**src/rtl/instr_fetch_if.sv**
```systemverilog
// Fetch-unit bus: ROM address/data, execute-side stall/branch controls and
// the registered instruction presented to decode.
interface instr_fetch_if #(
  parameter int ADDR_W  = 8,
  parameter int INSTR_W = 12,
  parameter int OPC_W   = 4
);
  logic [ADDR_W-1:0]        rom_addr;
  logic [INSTR_W-1:0]       rom_data;
  logic                     stall;
  logic                     branch_valid;
  logic [ADDR_W-1:0]        branch_target;
  logic [INSTR_W-1:0]       instr;
  logic [OPC_W-1:0]         opcode;
  logic [INSTR_W-OPC_W-1:0] operand;
  logic [ADDR_W-1:0]        instr_pc;
  logic                     instr_valid;
  logic                     halted;

  modport master (
    output rom_addr, instr, opcode, operand, instr_pc, instr_valid, halted,
    input  rom_data, stall, branch_valid, branch_target
  );

  modport slave (
    input  rom_addr, instr, opcode, operand, instr_pc, instr_valid, halted,
    output rom_data, stall, branch_valid, branch_target
  );
endinterface

```
**src/rtl/instr_fetch.sv**
```systemverilog
// Instruction fetch: owns the PC, registers ROM words, handles stall/branch.
// Optional FETCH_HALT_EN: opcode 0xF stops fetch until reset.
module instr_fetch #(
  parameter int ADDR_W  = 8,
  parameter int INSTR_W = 12,
  parameter int OPC_W   = 4
) (
  input  logic           clk,
  input  logic           rst,
  instr_fetch_if.master  bus
);
  typedef enum logic {S_FETCH, S_HALT} state_t;

  state_t               r_state, w_state_nxt;
  logic [ADDR_W-1:0]    r_pc, w_pc_nxt;
  logic [ADDR_W-1:0]    r_instr_pc, w_instr_pc_nxt;
  logic [INSTR_W-1:0]   r_instr, w_instr_nxt;
  logic                 r_valid, w_valid_nxt;
  logic                 r_halted, w_halted_nxt;
  logic                 w_halt_op;

`ifdef FETCH_HALT_EN
  assign w_halt_op = (bus.rom_data[INSTR_W-1 -: OPC_W] == {OPC_W{1'b1}});
`else
  assign w_halt_op = 1'b0;
`endif

  always_ff @(posedge clk or posedge rst) begin
    if (rst) begin
      r_state    <= S_FETCH;
      r_pc       <= '0;
      r_instr    <= '0;
      r_instr_pc <= '0;
      r_valid    <= 1'b0;
      r_halted   <= 1'b0;
    end else begin
      r_state    <= w_state_nxt;
      r_pc       <= w_pc_nxt;
      r_instr    <= w_instr_nxt;
      r_instr_pc <= w_instr_pc_nxt;
      r_valid    <= w_valid_nxt;
      r_halted   <= w_halted_nxt;
    end
  end

  always_comb begin
    w_state_nxt    = r_state;
    w_pc_nxt       = r_pc;
    w_instr_nxt    = r_instr;
    w_instr_pc_nxt = r_instr_pc;
    w_valid_nxt    = r_valid;
    w_halted_nxt   = r_halted;
    case (r_state)
      S_FETCH: begin
        if (bus.branch_valid) begin
          // Flush only: the stale instr/instr_pc stay visible but invalid.
          w_pc_nxt    = bus.branch_target;
          w_valid_nxt = 1'b0;
        end else if (!bus.stall) begin
          w_instr_nxt    = bus.rom_data;
          w_instr_pc_nxt = r_pc;
          w_valid_nxt    = 1'b1;
          if (w_halt_op) w_state_nxt = S_HALT;
          else           w_pc_nxt    = r_pc + 1'b1;
        end
      end
      S_HALT: begin
        w_valid_nxt  = 1'b0;
        w_halted_nxt = 1'b1;
      end
      default: w_state_nxt = S_FETCH;
    endcase
  end

  assign bus.rom_addr    = r_pc;
  assign bus.instr       = r_instr;
  assign bus.opcode      = r_instr[INSTR_W-1 -: OPC_W];
  assign bus.operand     = r_instr[INSTR_W-OPC_W-1:0];
  assign bus.instr_pc    = r_instr_pc;
  assign bus.instr_valid = r_valid;
`ifdef FETCH_HALT_EN
  assign bus.halted      = r_halted;
`else
  assign bus.halted      = 1'b0;
`endif
endmodule
```
**src/flat_wrapper.sv**
```systemverilog
// flat-port wrapper written by rule: the top's interface ports become plain ports
module instr_fetch_flat 
#(
  parameter int ADDR_W  = 8,
  parameter int INSTR_W = 12,
  parameter int OPC_W   = 4
)
  (clk, rst, bus_rom_addr, bus_instr, bus_opcode, bus_operand, bus_instr_pc, bus_instr_valid, bus_halted, bus_rom_data, bus_stall, bus_branch_valid, bus_branch_target);
  instr_fetch_if #(.ADDR_W(ADDR_W), .INSTR_W(INSTR_W), .OPC_W(OPC_W)) bus_i ();
  input  logic clk;
  input  logic rst;
  output wire logic [$bits(bus_i.rom_addr)-1:0] bus_rom_addr;
  output wire logic [$bits(bus_i.instr)-1:0] bus_instr;
  output wire logic [$bits(bus_i.opcode)-1:0] bus_opcode;
  output wire logic [$bits(bus_i.operand)-1:0] bus_operand;
  output wire logic [$bits(bus_i.instr_pc)-1:0] bus_instr_pc;
  output wire logic [$bits(bus_i.instr_valid)-1:0] bus_instr_valid;
  output wire logic [$bits(bus_i.halted)-1:0] bus_halted;
  input wire logic [$bits(bus_i.rom_data)-1:0] bus_rom_data;
  input wire logic [$bits(bus_i.stall)-1:0] bus_stall;
  input wire logic [$bits(bus_i.branch_valid)-1:0] bus_branch_valid;
  input wire logic [$bits(bus_i.branch_target)-1:0] bus_branch_target;
  assign bus_rom_addr = bus_i.rom_addr;
  assign bus_instr = bus_i.instr;
  assign bus_opcode = bus_i.opcode;
  assign bus_operand = bus_i.operand;
  assign bus_instr_pc = bus_i.instr_pc;
  assign bus_instr_valid = bus_i.instr_valid;
  assign bus_halted = bus_i.halted;
  assign bus_i.rom_data = bus_rom_data;
  assign bus_i.stall = bus_stall;
  assign bus_i.branch_valid = bus_branch_valid;
  assign bus_i.branch_target = bus_branch_target;
  instr_fetch #(.ADDR_W(ADDR_W), .INSTR_W(INSTR_W), .OPC_W(OPC_W)) u_core (.clk(clk), .rst(rst), .bus(bus_i));
endmodule
```
**config.mk**
```make
export PLATFORM = sky130hd
export DESIGN_NAME = instr_fetch_flat
export DESIGN_NICKNAME = d
export VERILOG_FILES = /design/src/rtl/instr_fetch_if.sv /design/src/rtl/instr_fetch.sv /design/src/flat_wrapper.sv
export SDC_FILE = /design/constraint.sdc
export NUM_CORES = 1
export LEC_CHECK = 0
export ABC_AREA = 1
export BUFFER_PORTS_ARGS = -buffer_cell sky130_fd_sc_hd__buf_4
export CORE_MARGIN = 3
export CORE_UTILIZATION = 40
export CTS_CLUSTER_DIAMETER = 200
export DETAILED_ROUTE_END_ITERATION = 12
export HOLD_SLACK_MARGIN = 0.1
export PLACE_DENSITY = 0.77
export SETUP_SLACK_MARGIN = 0.2
export SYNTH_ARGS = -nofsm -noshare
export SYNTH_HDL_FRONTEND = slang
export SYNTH_SLANG_ARGS = --single-unit
```
**constraint.sdc**
```tcl
create_clock -name clk -period 2.9 [get_ports clk]
set_input_delay 0.145 -clock clk [delete_from_list [all_inputs] [get_ports clk]]
set_output_delay 0.145 -clock clk [all_outputs]
set_load 0.01 [all_outputs]
```
-- Yosys cells after proc, flatten, opt, wreduce, memory -nomap -nowiden
Cells that the tools add are included.
- add/subtract/negate cells: 1
- equal/unequal tests: 2
- muxes and demuxes: 6
- bitwise logic cells: 3
- reductions and logical operators: 2
- operators by type and width (cell ; number):
    8-bit two-way mux ; 2
    8-bit by 1-bit adder with 8-bit output (second input constant) ; 1
    1-bit two-way mux ; 3
    3-bit inequality test (second input constant) ; 1
    1-bit NOT ; 3
    3-bit AND reduction ; 1
    2-bit by 1-bit inequality test with 1-bit output (second input constant) ; 1
    1-bit one-hot mux with 2 select lines ; 1
    2-bit AND reduction ; 1
- flip-flop bits (word level): 30
- input port bits: 24
- output and inout port bits: 42
- logic and storage cells: 19

-- Longest topological paths before layout
- word-level depth: 3
- mapped depth: 6
- depth with buffers taken out: 6

-- Least setup slack after synthesis
Ideal clock, no wire load.
- kind: register to register
- start: register u_core.r_pc[1] (netlist: u_core.bus.rom_addr[1])
- end: register u_core.r_pc[4] (netlist: u_core.bus.rom_addr[4])
- library setup time: 126 ps
- arrival: 929 ps
- required time: 2774 ps
- path slack: 1845 ps
- cell stages (with the launch flop): 5
- path buffers: 0
- period minus slack after synthesis: 1055 ps
- cell sequence: dfrtp_1 ha_1 nand2_1 o21ai_1 nand3_1
- cells in the longest elaborated chain, start to end: 3
- ends and longest elaborated chain (element ; line ; source):
    start, declared ; instr_fetch.sv:15 ; logic [ADDR_W-1:0] r_pc, w_pc_nxt;
    start signal, assigned ; instr_fetch.sv:38 ; r_pc <= w_pc_nxt;
    8-bit by 1-bit adder with 8-bit output ; instr_fetch.sv:64 ; else w_pc_nxt = r_pc + 1'b1;
    8-bit two-way mux ; instr_fetch.sv:59 ; end else if (!bus.stall) begin
    8-bit two-way mux ; instr_fetch.sv:55 ; if (bus.branch_valid) begin
Every way passes these cells. The select of a mux whose other input is x is not followed.
A chain may end at the register's enable or synchronous reset.

-- Worst setup path in the final report
- start: register u_core.r_pc[2] (netlist: u_core.bus.rom_addr[2])
- end: output port bus_rom_addr[2]
- RTL lines (element ; line ; source):
    end, declared ; flat_wrapper.sv:12 ; output wire logic [$bits(bus_i.rom_addr)-1:0] bus_rom_addr;
No word-level cell between the ends.

==> qor.csv <==
metric,value,unit
outcome,finished clean,
RR Endpoint,u_core.bus.rom_addr[4]$_DFFE_PP0P_,
RR Startpoint,u_core.bus.rom_addr[1]$_DFFE_PP0P_,
Synth Instances,183,
crit end category,output pin,
Iteration-0 DRC Markers,72,
Ys Warns,0,
"flops & latches, synth",29,
syn avg cell area,7.79,um^2
Hold Fails Final Rpt,0,
most frequent cells in the layout,"nand2_1 (76), buf_4 (64), dfrtp_1 (29), nor2_1 (23), dlygate4sd3_1 (17)",
Max rail drop VDD,256,uV
worst skew pair latency,0.32,ns
post-CTS resize count,0,
CP Buf/Inv Count,1,
Antenna Nets Post-Route,0,
largest net degree at the start of global routing,30,
worst hold-check path type,in2async,
ANT cells,0,
DRC violations left,0,
Crit-path slowest cell,dfrtp_1,
RSZ-0062 raised after global routing,no,
final setup vio count,0,
routed wire length,3410,um
number of global-route vias before repair,1219,
Critical Path AT,0.98,ns
CP Launch Point,u_core.bus.rom_addr[2]$_DFFE_PP0P_,
Rel. slew slack,26.5,%
Comb pwr share,28.5,%
Post-CTS Repair Setup Buffers,0,
clk_skew,0.00441,ns
Clock power frac,22.7,%
power per cell area,502,mW/mm^2
Setup CP Type,reg2out,
Post-Syn Nets,208,
DR vias/cell,4.46,
"Area growth, synth to finish",43.4,%
Final min period,1.13,ns
DRT Pass-1 Iters,4,
global-route wire length before repair,5580,um
nets,278,
sequence of cells on the critical path,buf_4,
register area share after synthesis,50.9,%
Tcrit/Tclk final,38.8,%
wire length per cell,11.4,um
number of vias in the routed layout,1338,
CTS sink cnt,29,
leakage power figure,0.00112,uW
TritonCTS buffer count,5,
H-tree Lvls,2,
Die H,65.7,um
"Reg clk slew, reported paths",0.09,ns
Initial Utilization,42.1,%
dpl ws,1.52,ns
cell family with most CP delay,flip-flops,
Die Area,0.00432,mm^2
Pint,702,uW
area of the core,0.00339,mm^2
reg2reg setup slack,1.78,ns
Post-Syn Area,0.00143,mm^2
fin. max-slew vios,0,
GP Congestion,0.780,
Worst Path Required,2.76,ns
GRT Residual Overflow,0,
Psw,325,uW
max cap viols,0,
fillers,303,
Root Driver,clkbuf_4,
"Distinct cells, synth",17,
share of cells above drive strength 1,29.9,%
CTS max path bufs,2,
GRT Total Usage,17.2,%
hold buffer count at cts,17,
Sw Ratio,31.6,%
Rows,21,
CP Launch Type,flip-flop,
Worst Reg-to-Reg Cells,4,
Slew @ Worst Pin,1.10,ns
Max Freq,888,MHz
CTS tree,done,
setup TNS,0,ns
I/O Buffers,64,
largest incremental delay on the critical path,0.49,ns
HPWL Detailed,2200,um
Setup WS post-layout,1.77,ns
Worst Path Max Fanout,8,
Top Ports,66,
initial antenna violation count,0,
die width,65.7,um
"commonest non-fill, non-tap cell in the layout",nand2_1,
Reg power frac,48.8,%
-- Yosys cell counts (all sizes together) --
library cell  number  share of area, %
nand3             13               4.6
nand2             77                21
inv               13               3.4
conb               1              0.26
ha                 1              0.88
buf               18               9.8
nor2              25               7.3
o21ai              5               1.8
dfrtp             29                51
a21oi              1              0.35
-- registers in the layout, summed over array words and instances, names as in the netlist --
name	flops
u_core.bus.instr_pc	8
u_core.bus.rom_addr	8
u_core.bus.instr	12
u_core.bus.instr_valid	1
-- per-layer routing --
| layer | part of all wire [%] | routed length, um | up-vias | track usage, % |
|---|---|---|---|---|
| li1 | - | - | 685 | - |
| met1 | 43 | 1450 | 603 | 22.6 |
| met2 | 49 | 1670 | 43 | 26.7 |
| met3 | 6.3 | 214 | 7 | 3.08 |
| met4 | 2.0 | 69 | 0 | 9.33 |
| met5 | 0 | 0 | - | 0 |
-- through the flow --
| stage | instance area [um^2] | power (uW) | util [%] | cells | hold WS [ns] |
|---|---|---|---|---|---|
| final | 2050 | 1030 | 60.4 | 300 | 0.0973 |
| after floorplan | 1430 | 658 | - | 183 | 0.223 |
| after detailed placement | 1820 | 786 | 53.8 | 275 | 0.352 |
| after global routing | 2050 | 1100 | 60.4 | 300 | 0.121 |
| after CTS | 2050 | 1040 | 60.4 | 300 | 0.102 |
| after global placement | 1820 | 780 | 53.8 | 275 | 0.347 |
-- cells by family after synthesis --
group                    after synthesis  synth area share [%]
AO/OA/AOI/OAI                          6                  2.10
other                                  1                 0.263
buffers and inverters                 31                  13.2
adder cells (fa/ha/maj)                1                 0.877
AND/OR/NAND/NOR                      115                  32.6
flip-flops                            29                  50.9
-- worst max-delay path by stage --
stage                                              end  slack, ns  depth (start not counted)
finish                                 bus_rom_addr[2]       1.77                          1
global route        u_core.bus.rom_addr[4]$_DFFE_PP0P_       1.65                          5
CTS                                    bus_rom_addr[2]       1.77                          1
detailed placement  u_core.bus.rom_addr[3]$_DFFE_PP0P_       1.52                          4
global placement    u_core.bus.rom_addr[3]$_DFFE_PP0P_       1.57                          4
floorplan           u_core.bus.rom_addr[4]$_DFFE_PP0P_       1.84                          4
-- worst reg2reg max path, cell delays in order (launching register included) --
cell     delay, ns
dfrtp_1       0.45
ha_1          0.22
nand2_1       0.10
o21ai_1       0.16
nand3_1       0.08
-- power groups by stage --
stage	registers, uW	clock network [uW]	logic [uW]
6_report	501	234	293
5_1_grt	511	264	326
4_1_cts	501	241	296
3_5_place_dp	508	0	277
3_3_place_gp	507	0	273
2_1_floorplan	528	0	130
-- layout make-up --
type,count,area (um^2),area share (%)
Multi-Input combinational cell,123,512,25.0
Timing Repair Buffer,81,651,31.8
Clock inverter,2,10.0,0.489
Inverter,13,48.8,2.39
Sequential cell,29,726,35.5
Tap cell,46,57.6,2.81
Clock buffer,6,41.3,2.02
Power figures use the tool's default switching activity.
